## config.mk

```make
export PLATFORM = sky130hd
export DESIGN_NAME = memory_arbiter
export DESIGN_NICKNAME = d
export VERILOG_FILES = /design/src/rtl/memory_arbiter.sv
export SDC_FILE = /design/constraint.sdc
export NUM_CORES = 1
export LEC_CHECK = 0
export ABC_CLOCK_PERIOD_IN_PS = 2350
export CORE_ASPECT_RATIO = 1.5
export CORE_MARGIN = 4
export CORE_UTILIZATION = 27
export CTS_BUF_LIST = sky130_fd_sc_hd__clkbuf_2
export DETAILED_ROUTE_END_ITERATION = 8
export GPL_TIMING_DRIVEN = 0
export PLACE_DENSITY = 0.89
export SETUP_SLACK_MARGIN = 0.4
export SLEW_MARGIN = 10
export SYNTH_ARGS = -nofsm -noshare
export SYNTH_HDL_FRONTEND = slang
export SYNTH_SLANG_ARGS = --single-unit
export TNS_END_PERCENT = 10
```

## constraint.sdc

```tcl
create_clock -name clk -period 2.35 [get_ports clk]
set_input_delay 0.47 -clock clk [delete_from_list [all_inputs] [get_ports clk]]
set_output_delay 0.47 -clock clk [all_outputs]
set_load 0.01 [all_outputs]
```

## src/rtl/memory_arbiter.sv

```systemverilog
`default_nettype none
// ============================================================================
// Module      : memory_arbiter
// Description : Shares one synchronous-read memory (1-cycle read latency,
//               enable-gated) among PORTS read requesters. One grant per
//               cycle; the response strobe returns to the winner exactly one
//               cycle after its grant, and read data passes straight through
//               from the memory.
//
//               Optional build macro:
//                 MEMORY_ARBITER_FIXED_PRIORITY_EN
//                   defined   : fixed priority, port 0 highest (no pointer)
//                   undefined : round-robin (default)
//
// Ports       : clk, rst      clock, asynchronous active-high reset
//               req_stb_i     per-port request valid, held until acked
//               req_adr_i     flattened addresses, port i at [i*AW +: AW]
//               req_ack_o     one-hot combinational grant
//               rsp_stb_o     one-hot registered response valid
//               rsp_dat_o     read data, valid while any rsp_stb_o bit is set
//               mem_en_o      memory read enable
//               mem_adr_o     memory address
//               mem_dat_i     memory read data
// Revision    : 1.0 - initial release
// ============================================================================
module memory_arbiter #(
    parameter int WIDTH = 8,
    parameter int DEPTH = 4096,
    parameter int PORTS = 4
) (
    input  logic                              clk,
    input  logic                              rst,
    input  logic [PORTS-1:0]                  req_stb_i,
    input  logic [PORTS*$clog2(DEPTH)-1:0]    req_adr_i,
    output logic [PORTS-1:0]                  req_ack_o,
    output logic [PORTS-1:0]                  rsp_stb_o,
    output logic [WIDTH-1:0]                  rsp_dat_o,
    output logic                              mem_en_o,
    output logic [$clog2(DEPTH)-1:0]          mem_adr_o,
    input  logic [WIDTH-1:0]                  mem_dat_i
);

    localparam int AW = $clog2(DEPTH);
    localparam int IW = $clog2(PORTS);
    // One extra bit so base+offset can exceed PORTS before wrapping.
    localparam logic [IW:0] c_PORTS = (IW+1)'(PORTS);

    logic [IW-1:0]    w_base;
    logic [IW:0]      w_idx;
    logic             w_found;
    logic [IW-1:0]    w_win;
    logic             w_grant;
    logic [PORTS-1:0] w_ack;
    logic [AW-1:0]    w_adr;
    logic [PORTS-1:0] rsp_stb_q;

`ifdef MEMORY_ARBITER_FIXED_PRIORITY_EN
    // Scan always starts at port 0.
    assign w_base = '0;
`else
    localparam logic [IW-1:0] c_LAST = IW'(PORTS-1);

    logic [IW-1:0] ptr_q;
    logic [IW-1:0] ptr_d;

    assign w_base = ptr_q;

    // Next base is the port after the winner, wrapping at PORTS-1 rather
    // than at 2**IW-1 so non-power-of-two port counts have no dead slot.
    always_comb begin
        ptr_d = ptr_q;
        if (w_grant) begin
            ptr_d = (w_win == c_LAST) ? '0 : w_win + 1'b1;
        end
    end
`endif

    // Walk offsets from farthest to nearest so the nearest requester to the
    // base overwrites any earlier candidate.
    always_comb begin
        w_found = 1'b0;
        w_win   = '0;
        w_idx   = '0;
        for (int k = PORTS-1; k >= 0; k--) begin
            w_idx = {1'b0, w_base} + (IW+1)'(k);
            if (w_idx >= c_PORTS) begin
                w_idx = w_idx - c_PORTS;
            end
            for (int i = 0; i < PORTS; i++) begin
                if ((w_idx == (IW+1)'(i)) && req_stb_i[i]) begin
                    w_found = 1'b1;
                    w_win   = IW'(i);
                end
            end
        end
    end

    // No grant may leave the block while reset is held.
    assign w_grant = w_found & ~rst;

    always_comb begin
        w_ack = '0;
        w_adr = '0;
        for (int i = 0; i < PORTS; i++) begin
            if (w_grant && (w_win == IW'(i))) begin
                w_ack[i] = 1'b1;
                w_adr    = req_adr_i[i*AW +: AW];
            end
        end
    end

    always_ff @(posedge clk or posedge rst) begin
        if (rst) begin
            rsp_stb_q <= '0;
`ifndef MEMORY_ARBITER_FIXED_PRIORITY_EN
            ptr_q     <= '0;
`endif
        end else begin
            rsp_stb_q <= w_ack;
`ifndef MEMORY_ARBITER_FIXED_PRIORITY_EN
            ptr_q     <= ptr_d;
`endif
        end
    end

    assign req_ack_o = w_ack;
    assign mem_en_o  = w_grant;
    assign mem_adr_o = w_adr;
    assign rsp_stb_o = rsp_stb_q;
    // Memory registers its own output, so data lines up with rsp_stb_q.
    assign rsp_dat_o = mem_dat_i;

endmodule

`default_nettype wire

```

==> results.txt <==
Run status - finished with violations
Failing checks - negative setup slack
Placed insts - 247
# Max-Cap Violations - 0
DRC viols - 0
First-pass GRT wire length - 5590 µm
Count of buffer and inverter cells on the critical path - 3
Startpoint kind of the worst setup timing path - flip-flop
Die height - 78.3 µm
Via density per instance - 5.04
Setup clock skew after layout - 0.00882 ns
Number of buffers inserted by hold repair at cts - 0
Layout area overhead - 119%
Worst path arrival time - 2.39 ns
Max Freq - 0.350 GHz
Synth async-reset ratio - 100%
CTS tree - yes
Net count after synthesis - 191
Residual antenna-violating net count after detailed routing - 0
Remaining global-route overflow - 0
Worst Setup Path Type - reg2out
Yosys warning total - 0
Final setup vio count - 16
Static leakage - 0.844 nW
Leading post-synthesis cells by cell area - dfrtp_1 (17%), a21oi_1 (15%), a221o_1 (14%)
Post-route worst setup slack - -0.510 ns
Clock latency on the worst-skew pair - 0.23 ns
Internal power component - 0.747 mW
Share of total power in combinational logic - 82.4%
Register cell area after layout - 151 µm²
Logic depth of the worst path, buffers included - 9
Vias in the first global route - 1315
Post-synthesis sequential area ratio - 16.9%
Largest driver fanout on the critical path - 10
Worst Setup Slack post-DPL - -1.51 ns
Final HPWL DP - 2940 µm
Number of enable flip-flop cells after synthesis - 0
Highest cell delay on the worst timing path - 0.42 ns
Filler cells - 277
Final layout net count - 285
FF-to-FF setup slack - 0.43 ns
Area share of the largest cell type after synthesis - 16.9%
Clk buf depth - 2
Worst r2r path cells - 8
Number of CTS-inserted buffers - 3
Largest net degree at the start of global routing - 13
Path class of the lowest-slack min-delay path - in2async
Worst voltage drop across the vdd grid - 380 µV
Root buf cell - clkbuf_2
Cell accounting for the most synthesized area - dfrtp_1
Areal power density over the cells - 656 mW/mm²
Number of storage elements in the synthesis netlist - 6
Count of TritonRoute iterations in the first routing pass - 4
Final min period - 2.86 ns
Number of distinct library cells after synthesis - 25
Unrepaired setup endpoints after global routing - yes
Final Slew Violations - 0
Master of the slowest instance on the critical path - dfrtp_2
Count of input and output buffers - 82
Critical-path cell list - mux2i_1 > nor2_1 > or3_4 > ha_4 > buf_6 > clkbuf_8 > a221o_1 > a21oi_2 > buf_2
Post-Synthesis Cells - 125
Avg Inst Size Synth - 7.11 µm²
Non-filler cells in the finished layout - 257
Starting density of the core - 28.1%
Sort of element at the end of the critical path - output pin
Net Switching - 0.531 mW
Area of the multi-input gates - 684 µm²
Sw Share - 41.5%
Total global-route track usage - 17.4%
Area of the core - 0.00316 mm²
Boundary pin count - 91
Data required time of the worst path - 1.88 ns
Initial drt markers - 18
Vias - 1296
Number of hold violations in the final report - 0
Diodes inserted - 0
Slew at the pin closest to its max-slew limit - 0.318 ns
Family of cells with the greatest summed delay on the critical path - compound AO/OA/AOI/OAI gates
Width of the die - 54.8 µm
Post-DR wirelength/cell - 15.0 µm
Most used DFF post-synth - dfrtp_1
Number of clock sinks seen by CTS - 6
CTS H-tree lvls - 1
DIE AREA - 0.00429 mm²
Final period utilization - 122%
Sum of routed wire length over all layers - 3860 µm
Antenna violations before repair - 0
Part of the power in the clock network - 5.6%
Post-CTS clock slew at the launch and capture registers of the worst setup and hold paths - 0.06 ns
Mapped Area - 888 µm²
Site row count - 25
Relative slew margins - 78.8%
Final weighted congestion in routability-driven placement - 0.759
Portion of total power attributed to sequential cells - 12.0%
Fraction of layout instances using a drive strength above 1 - 34.1%
path summary, 6_finish.rpt:
kind / startpoint / endpoint
worst max-delay path: ptr_q[1]$_DFFE_PP0P_ / mem_adr_o[9]
worst min-delay path: rst / rsp_stb_o[2]$_DFF_PP0_
worst min register to register: ptr_q[0]$_DFFE_PP0P_ / ptr_q[0]$_DFFE_PP0P_
worst max register to register: ptr_q[1]$_DFFE_PP0P_ / rsp_stb_o[2]$_DFF_PP0_
max in group asynchronous: rst / ptr_q[1]$_DFFE_PP0P_
min in group clk: ptr_q[0]$_DFFE_PP0P_ / ptr_q[0]$_DFFE_PP0P_
cell usage after synthesis, types with 2 or more instances:
cell type  number
buf_4           8
nand2_1        13
ha_1            4
inv_1          14
clkbuf_1        8
nand3b_1       12
a221o_1        12
a21oi_1        27
and3_1          4
dfrtp_1         6
nor2_1          2
buf_2           2
routing by layer:
layer | vias up | part of all wire, % | global-route usage (%)
met2 | 70 | 51 | 32.2
met1 | 590 | 34 | 16.8
met3 | 10 | 11 | 4.55
met5 | - | 0 | 0
li1 | 626 | - | -
met4 | 0 | 3.1 | 7.48
cell usage in the layout, fill, tap and decap left out, drive strengths merged, types with 4 or more instances in the layout:
cell type	Yosys	final
clkdlybuf4s15	0	5
ha	4	4
clkdlybuf4s50	0	60
nand2	14	14
a221o	12	12
nand3b	12	12
inv	15	14
a21oi	27	27
buf	10	34
dfrtp	6	6
and3	4	4
clkbuf	8	9
through the flow:
step           power (mW)  util, %  cell area (µm²)  setup TNS (ns)  hold slack (ns)
2_1_floorplan       0.692        -              936           -2.14            0.320
3_3_place_gp         1.05     57.2             1810          -22.59            0.540
3_5_place_dp         1.07     57.2             1810          -23.33            0.555
4_1_cts              1.25     60.8             1920           -7.00            0.313
5_1_grt              1.37     61.6             1950           -8.16            0.332
6_report             1.28     61.6             1950           -6.56            0.321
area by class of cell:
type,instances,share of cell area (%)
sequential,6,7.78
timing repair buffer,89,42.0
tap,40,2.57
inverter,15,3.08
clock buffer,3,0.771
multi-input combinational,86,35.2
buffer,18,8.68
cell families after synthesis:
family	count (synthesis)	synth area share (%)
muxes	2	2.82
and+or+nand+nor	36	23.8
AOI/OAI and AO/OA	44	33.2
buffers and inverters	33	17.6
adders and majority gates	4	5.63
DFF	6	16.9
power groups by stage:
stage / clock, mW / sequential, mW / combinational, mW
finish: 0.0719 / 0.153 / 1.05
global route: 0.0807 / 0.156 / 1.14
CTS: 0.0760 / 0.151 / 1.02
detailed placement: 0 / 0.155 / 0.913
global placement: 0 / 0.153 / 0.898
floorplan: 0 / 0.156 / 0.536
registers in the layout (all words and copies together), names as in the netlist:
name	cells
ptr_q	2
rsp_stb_o	4
timing repair:
action / CTS / global route
endpoints found under the setup margin: 21 / 18
resized for setup: 105 / 8
gates cloned: 1 / 0
pin swaps: 9 / 4
buffers inserted: 6 / 0
worst register-to-register path: cells and delay by family, from the launching register on:
family | cells | cell delay [ns]
buffers and inverters | 3 | 0.37
and+or+nand+nor | 3 | 0.61
adders and majority gates | 1 | 0.17
muxes | 1 | 0.25
DFF | 1 | 0.42
(Power assumes the default switching activity.)
